### config.mk
export PLATFORM = sky130hd
export DESIGN_NAME = multi_slave_bridge
export DESIGN_NICKNAME = d
export VERILOG_FILES = /design/src/rtl/bridge_pkg.sv /design/src/rtl/multi_slave_bridge_irq_ctrl.sv /design/src/rtl/multi_slave_bridge.sv
export SDC_FILE = /design/constraint.sdc
export NUM_CORES = 1
export LEC_CHECK = 0
export ABC_AREA = 1
export CORE_ASPECT_RATIO = 0.75
export CORE_MARGIN = 2
export CORE_UTILIZATION = 45
export CTS_BUF_LIST = sky130_fd_sc_hd__clkbuf_4
export DETAILED_ROUTE_END_ITERATION = 16
export GPL_ROUTABILITY_DRIVEN = 1
export GPL_TIMING_DRIVEN = 0
export PLACE_DENSITY = 0.87
export SETUP_SLACK_MARGIN = 0.2
export SLEW_MARGIN = 20
export SYNTH_ARGS = -nofsm -noshare
export SYNTH_HDL_FRONTEND = slang
export SYNTH_HIERARCHICAL = 1
export SYNTH_SLANG_ARGS = --single-unit
### constraint.sdc
create_clock -name clk -period 2.6 [get_ports clk]
set_input_delay 0.52 -clock clk [delete_from_list [all_inputs] [get_ports clk]]
set_output_delay 0.52 -clock clk [all_outputs]
set_load 0.02 [all_outputs]
### src/rtl/bridge_pkg.sv
// Shared types and constants for the multi-slave CPU bridge.
package bridge_pkg;

  typedef enum logic [1:0] {
    IDLE,
    ACCESS,
    RESP
  } state_t;

  // Byte offsets of the bridge's own registers from BR_BASE.
  localparam logic [3:0] OFF_PEND = 4'h0;
  localparam logic [3:0] OFF_MASK = 4'h4;
  localparam logic [3:0] OFF_ERR  = 4'h8;

  localparam int HWINT_W = 6;

endpackage

### src/rtl/multi_slave_bridge_irq_ctrl.sv
// Interrupt synchronisers, pending/mask registers and the registered HWInt vector.
module irq_ctrl
  import bridge_pkg::*;
#(
  parameter int                 N_IRQ    = 6,
  parameter logic [HWINT_W-1:0] IRQ_EDGE = '0
) (
  input  logic               clk,
  input  logic               reset,
  input  logic [N_IRQ-1:0]   irq,
  input  logic               pend_we,
  input  logic               mask_we,
  input  logic [HWINT_W-1:0] wd,
  output logic [HWINT_W-1:0] pend,
  output logic [HWINT_W-1:0] mask,
  output logic [HWINT_W-1:0] hw_int
);

  logic [HWINT_W-1:0] irq_w, sync1, sync2, sync_d;
  logic [HWINT_W-1:0] rise, clr, pend_next, mask_next;

  // NOTE: every always_comb output gets a default first so no latch is inferred.
  always_comb begin
    irq_w = '0;
    irq_w[N_IRQ-1:0] = irq;
  end

  assign rise      = sync2 & ~sync_d;
  assign clr       = pend_we ? (wd & IRQ_EDGE) : '0;
  // A set event outranks a same-cycle clear on edge bits.
  assign pend_next = (IRQ_EDGE & ((pend & ~clr) | rise)) | (~IRQ_EDGE & sync2);
  assign mask_next = mask_we ? wd : mask;

  // NOTE: sequential state uses non-blocking assignments so all flops update together.
  always_ff @(posedge clk or negedge reset) begin
    if (!reset) begin
      sync1  <= '0;
      sync2  <= '0;
      sync_d <= '0;
      pend   <= '0;
      mask   <= '1;
      hw_int <= '0;
    end else begin
      sync1  <= irq_w;
      sync2  <= sync1;
      sync_d <= sync2;
      pend   <= pend_next;
      mask   <= mask_next;
      hw_int <= pend_next & mask_next;
    end
  end

endmodule

### src/rtl/multi_slave_bridge.sv
// CPU-to-slave bridge: window decode, req/ack handshake with timeout, own register window.
module multi_slave_bridge
  import bridge_pkg::*;
#(
  parameter int                   N_SLV    = 4,
  parameter logic [N_SLV*32-1:0]  SLV_LO   = {32'h7F20, 32'h7F10, 32'h7F00, 32'h0000},
  parameter logic [N_SLV*32-1:0]  SLV_HI   = {32'h7F2F, 32'h7F1B, 32'h7F0B, 32'h2FFF},
  parameter logic [31:0]          BR_BASE  = 32'h7F40,
  parameter int                   N_IRQ    = 6,
  parameter logic [HWINT_W-1:0]   IRQ_EDGE = 6'b000000,
  parameter int                   TIMEOUT  = 16
) (
  input  logic                 clk,
  input  logic                 reset,
  input  logic                 pr_req,
  input  logic [31:0]          pr_addr,
  input  logic [3:0]           pr_be,
  input  logic [31:0]          pr_wd,
  input  logic                 pr_we,
  input  logic [31:0]          pr_pc,
  output logic                 pr_ack,
  output logic [31:0]          pr_rd,
  output logic                 pr_err,
  output logic [N_SLV-1:0]     slv_sel,
  output logic [31:0]          slv_addr,
  output logic [31:0]          slv_wd,
  output logic [3:0]           slv_be,
  output logic                 slv_we,
  output logic [31:0]          slv_pc,
  input  logic [N_SLV*32-1:0]  slv_rd,
  input  logic [N_SLV-1:0]     slv_ready,
  input  logic [N_IRQ-1:0]     irq,
  output logic [HWINT_W-1:0]   hw_int
);

  localparam int CNT_W = $clog2(TIMEOUT + 1);

  state_t             state;
  logic [CNT_W-1:0]   cnt;
  logic [31:0]        err_addr;
  logic [N_SLV-1:0]   hit_sel;
  logic               br_hit;
  logic [1:0]         br_widx;
  logic [31:0]        br_rdata;
  logic [31:0]        sel_rd;
  logic               ready_hit;
  logic               pend_we, mask_we;
  logic [HWINT_W-1:0] pend, mask;

  // Scanning downward lets the lowest-index window win on overlap.
  always_comb begin
    hit_sel = '0;
    for (int i = N_SLV - 1; i >= 0; i--) begin
      if (pr_addr >= SLV_LO[32*i +: 32] && pr_addr <= SLV_HI[32*i +: 32]) begin
        hit_sel    = '0;
        hit_sel[i] = 1'b1;
      end
    end
  end

  assign br_hit  = (pr_addr >= BR_BASE) && (pr_addr <= BR_BASE + 32'hB);
  // Low nibble of the offset depends only on the low nibbles of address and base.
  assign br_widx = 2'((pr_addr[3:0] - BR_BASE[3:0]) >> 2);

  always_comb begin
    br_rdata = '0;
    if (br_widx == OFF_PEND[3:2])      br_rdata[HWINT_W-1:0] = pend;
    else if (br_widx == OFF_MASK[3:2]) br_rdata[HWINT_W-1:0] = mask;
    else if (br_widx == OFF_ERR[3:2])  br_rdata = err_addr;
  end

  assign pend_we = (state == IDLE) && pr_req && br_hit && pr_we && (br_widx == OFF_PEND[3:2]);
  assign mask_we = (state == IDLE) && pr_req && br_hit && pr_we && (br_widx == OFF_MASK[3:2]);

  always_comb begin
    sel_rd    = '0;
    ready_hit = 1'b0;
    for (int i = 0; i < N_SLV; i++) begin
      if (slv_sel[i]) begin
        sel_rd    = sel_rd | slv_rd[32*i +: 32];
        ready_hit = ready_hit | slv_ready[i];
      end
    end
  end

  always_ff @(posedge clk or negedge reset) begin
    if (!reset) begin
      state    <= IDLE;
      cnt      <= '0;
      err_addr <= '0;
      pr_ack   <= 1'b0;
      pr_err   <= 1'b0;
      pr_rd    <= '0;
      slv_sel  <= '0;
      slv_we   <= 1'b0;
      slv_addr <= '0;
      slv_wd   <= '0;
      slv_be   <= '0;
      slv_pc   <= '0;
    end else begin
      case (state)
        IDLE: if (pr_req) begin
          slv_addr <= pr_addr;
          slv_wd   <= pr_wd;
          slv_be   <= pr_be;
          slv_pc   <= pr_pc;
          cnt      <= '0;
          if (br_hit) begin
            pr_rd  <= br_rdata;
            pr_err <= 1'b0;
            pr_ack <= 1'b1;
            state  <= RESP;
          end else if (|hit_sel) begin
            slv_sel <= hit_sel;
            slv_we  <= pr_we;
            state   <= ACCESS;
          end else begin
            pr_rd    <= '0;
            pr_err   <= 1'b1;
            pr_ack   <= 1'b1;
            err_addr <= pr_addr;
            state    <= RESP;
          end
        end
        ACCESS: begin
          if (ready_hit) begin
            pr_rd   <= sel_rd;
            pr_err  <= 1'b0;
            pr_ack  <= 1'b1;
            slv_sel <= '0;
            slv_we  <= 1'b0;
            state   <= RESP;
          end else if (cnt == CNT_W'(TIMEOUT - 1)) begin
            pr_rd    <= '0;
            pr_err   <= 1'b1;
            pr_ack   <= 1'b1;
            err_addr <= slv_addr;
            slv_sel  <= '0;
            slv_we   <= 1'b0;
            state    <= RESP;
          end else begin
            cnt <= cnt + 1'b1;
          end
        end
        RESP: begin
          pr_ack <= 1'b0;
          pr_err <= 1'b0;
          state  <= IDLE;
        end
        default: state <= IDLE;
      endcase
    end
  end

  irq_ctrl #(
    .N_IRQ    (N_IRQ),
    .IRQ_EDGE (IRQ_EDGE)
  ) u_irq_ctrl (
    .clk     (clk),
    .reset   (reset),
    .irq     (irq),
    .pend_we (pend_we),
    .mask_we (mask_we),
    .wd      (pr_wd[HWINT_W-1:0]),
    .pend    (pend),
    .mask    (mask),
    .hw_int  (hw_int)
  );

endmodule

==> key figures <==
STA
  • Unrepaired setup endpoints after global routing: true
  • Slew headroom: a little over half
  • Final Setup Violations: 0
  • Tmin final: around 2300 ps
  • Hold Fails Final Rpt: 0
  • FMAX: 0.436 GHz
  • Worst-Margin Slew: 713 ps
  • Tcrit/Tclk final: 88.2%
  • Clk_skew: 48.4 ps
  • Setup ws final: a little over 300 ps
  • Hold WS: 287 ps
  • Max Slew Vio Count: 0

Clocking
  • CTS tree: done
  • Root Driver: clkbuf_4
  • Maximum clock insertion buffer count: 3
  • CTS clk-pin slew, worst paths: 80 ps
  • Worst skew pair latency: roughly 700 ps
  • CTS Buf Count: 52
  • CTS Sinks: roughly 210
  • H-tree levels: 2

Placement
  • Place WS: -475 ps
  • Post-DP Area: 0.0143 sq mm
  • IO buf count: about 390
  • Hpwl dp: 28.4 mm
  • Placer Congestion: 0.952

Yosys
  • Cells after synthesis: ~1300
  • Post-Syn Area: 0.0100 sq mm
  • Syn_nets: approximately 1600
  • Post-Syn Area per Cell: around 7.5 sq um
  • Number of synthesis warnings: 6

Hold path
  • Hold crit path type: in -> reg
  • Min-delay src: irq[1]

Flow run
  • MaxCap Viol Count: 0

Floorplanning
  • Initial Util: 45.6%
  • Area of the core: 0.0220 sq mm
  • IO Pins: 387
  • Die Span Y: 133 microns
  • Die width: 176 microns
  • Row count: between 40 and 50
  • Die area: approximately 0.024 sq mm

Global route
  • Vias in the first global route: 10400
  • Initial antenna violation count: 6
  • GRT Resource Usage Total: a little under a third
  • Pin count of the biggest net entering global routing: 77
  • Total gr overflow: 0
  • Global-route wire length before repair: about 55 mm

Critical path
  • Worst path slowest cell: clkdlybuf4s50_1
  • Required time of the critical path: roughly 2100 ps
  • Crit Path Class: reg -> out
  • R2R setup slack: 350 ps
  • R2R Path Start: state[0]
  • Worst setup EP type: output pin
  • Critical Path AT: around 1800 ps
  • Cells along the critical path: clkdlybuf4s50_1
  • Critical Path Stages: 1
  • Setup crit start: slv_addr[16]
  • CP Capture Point: slv_addr[16]
  • Reg-to-reg critical path endpoint: slv_pc[29]
  • Reg2reg path depth: 7
  • Crit Path Max Fanout: 3
  • CP startpoint kind: flop
  • Worst Path Buf+Inv: 1
  • CP peak stage delay: 670 ps
  • CP top delay family: buffers and inverters

Final layout
  • Layout Cell Area excl Fill: 0.0151 sq mm
  • Share of cells above drive strength 1: ~8.5%
  • Area of the multi-input gates: 0.00424 sq mm
  • Area Overhead vs Synth: 50.2%
  • Nets: around 2000
  • Register area: 0.00521 sq mm
  • Filler cells: 1796

Power
  • Cell Pwr Density: 902 mW/mm^2
  • Total power: between 0.01 and 0.015 W
  • Pleak: ~7.2 nW
  • IR drop worst, VDD: around 0.00076 V

Drt
  • DR vias/cell: approximately 5.0
  • Vias after detailed routing: 10700
  • DRC: 0
  • DR WL/cell: roughly 17 microns
  • Routed WL: between 30 and 40 mm
  • 1st-iter DRT viols: 893
  • DRT Pass-1 Iters: 5
  • Final ANT Viol Nets: 0

Outcome
  • Status: finished clean
## power by group
part / total [W] / switching [W] / internal (W)
Sequential: 0.00495 / 0.000667 / 0.00429
Combinational: 0.00581 / 0.00333 / 0.00248
Clock: 0.00283 / 0.00138 / 0.00145
Total: 0.0136 / 0.00538 / 0.00822
## what timing repair did
action / CTS / global route
setup buffers: 0 / 2
pin swaps: 0 / 1
gates cloned: 0 / 0
hold buffers: 1 / 0
gates resized for setup: 6 / 22
endpoints found under the hold margin: 58 / 0
endpoints found under the setup margin: 46 / 63
## sequential cells by signal, summed over array words and instances, names as in the netlist
register and cells:
slv_wd 32, u_irq_ctrl/pend 6, u_irq_ctrl/pend_next 6, u_irq_ctrl/hw_int 6, slv_we 1, u_irq_ctrl/mask 6
pr_ack 1, u_irq_ctrl/sync1 6, slv_be 4, slv_pc 32, slv_addr 32, err_addr 32
pr_rd 32, pr_err 1, state 2, slv_sel 4, cnt 5
## metrics by stage
stage | util (%) | setup TNS, ps | instances
floorplan | - | 0 | 1337
global placement | 64.9 | -1583690 | 2017
detailed placement | 65.1 | -10910 | 2019
CTS | 68.3 | 0 | 2112
global route | 68.5 | 0 | 2117
finish | 68.5 | 0 | 2118
## final cells by class
cell class / instances / share of cell area [%]
clock buffers: 70 / 3.49
clock inverters: 22 / 0.938
repair buffers: 391 / 26.2
well taps: 294 / 2.44
plain buffers: 71 / 2.25
multi-input cells: 983 / 28.1
diodes: 4 / 0.0664
flip-flops and latches: 208 / 34.6
inverters: 75 / 1.89
## cells in the final DEF, fill, tap and decap left out, types with 2 or more instances in the layout
cell	count
nand2_1	674
clkdlybuf4s50_1	385
dfrtp_1	202
o21ai_0	106
nand3_1	78
clkbuf_4	71
inv_1	67
clkbuf_1	44
nand4_1	42
nor2_1	35
clkinv_1	15
nand2_2	12
buf_2	10
nor2_2	10
clkbuf_2	9
inv_2	7
buf_6	6
dfstp_2	6
ha_1	5
clkinv_2	5
diode_2	4
nor2_4	3
nand3_2	2
a21oi_1	2
bufinv_16	2
buf_16	2
buf_4	2
## metal layers
metal	vias up	GRT usage, %	share of wire [%]
met5	-	0	0.063
met4	4	11.5	3.4
met3	87	9.93	11
met2	526	50.4	46
met1	4904	37.8	40
li1	5139	-	-
## how the worst min path moves through the flow
| stage | cells past startpoint | to |
|---|---|---|
| 3_5_place_dp | 0 | u_irq_ctrl/pend_next[5] |
| 5_1_grt | 1 | u_irq_ctrl/sync1[5] |
| 3_3_place_gp | 0 | u_irq_ctrl/pend_next[4] |
| 4_1_cts | 1 | u_irq_ctrl/sync1[4] |
| 2_1_floorplan | 0 | cnt[0] |
| 6_report | 1 | u_irq_ctrl/sync1[1] |
Power figures use the tool's default switching activity.
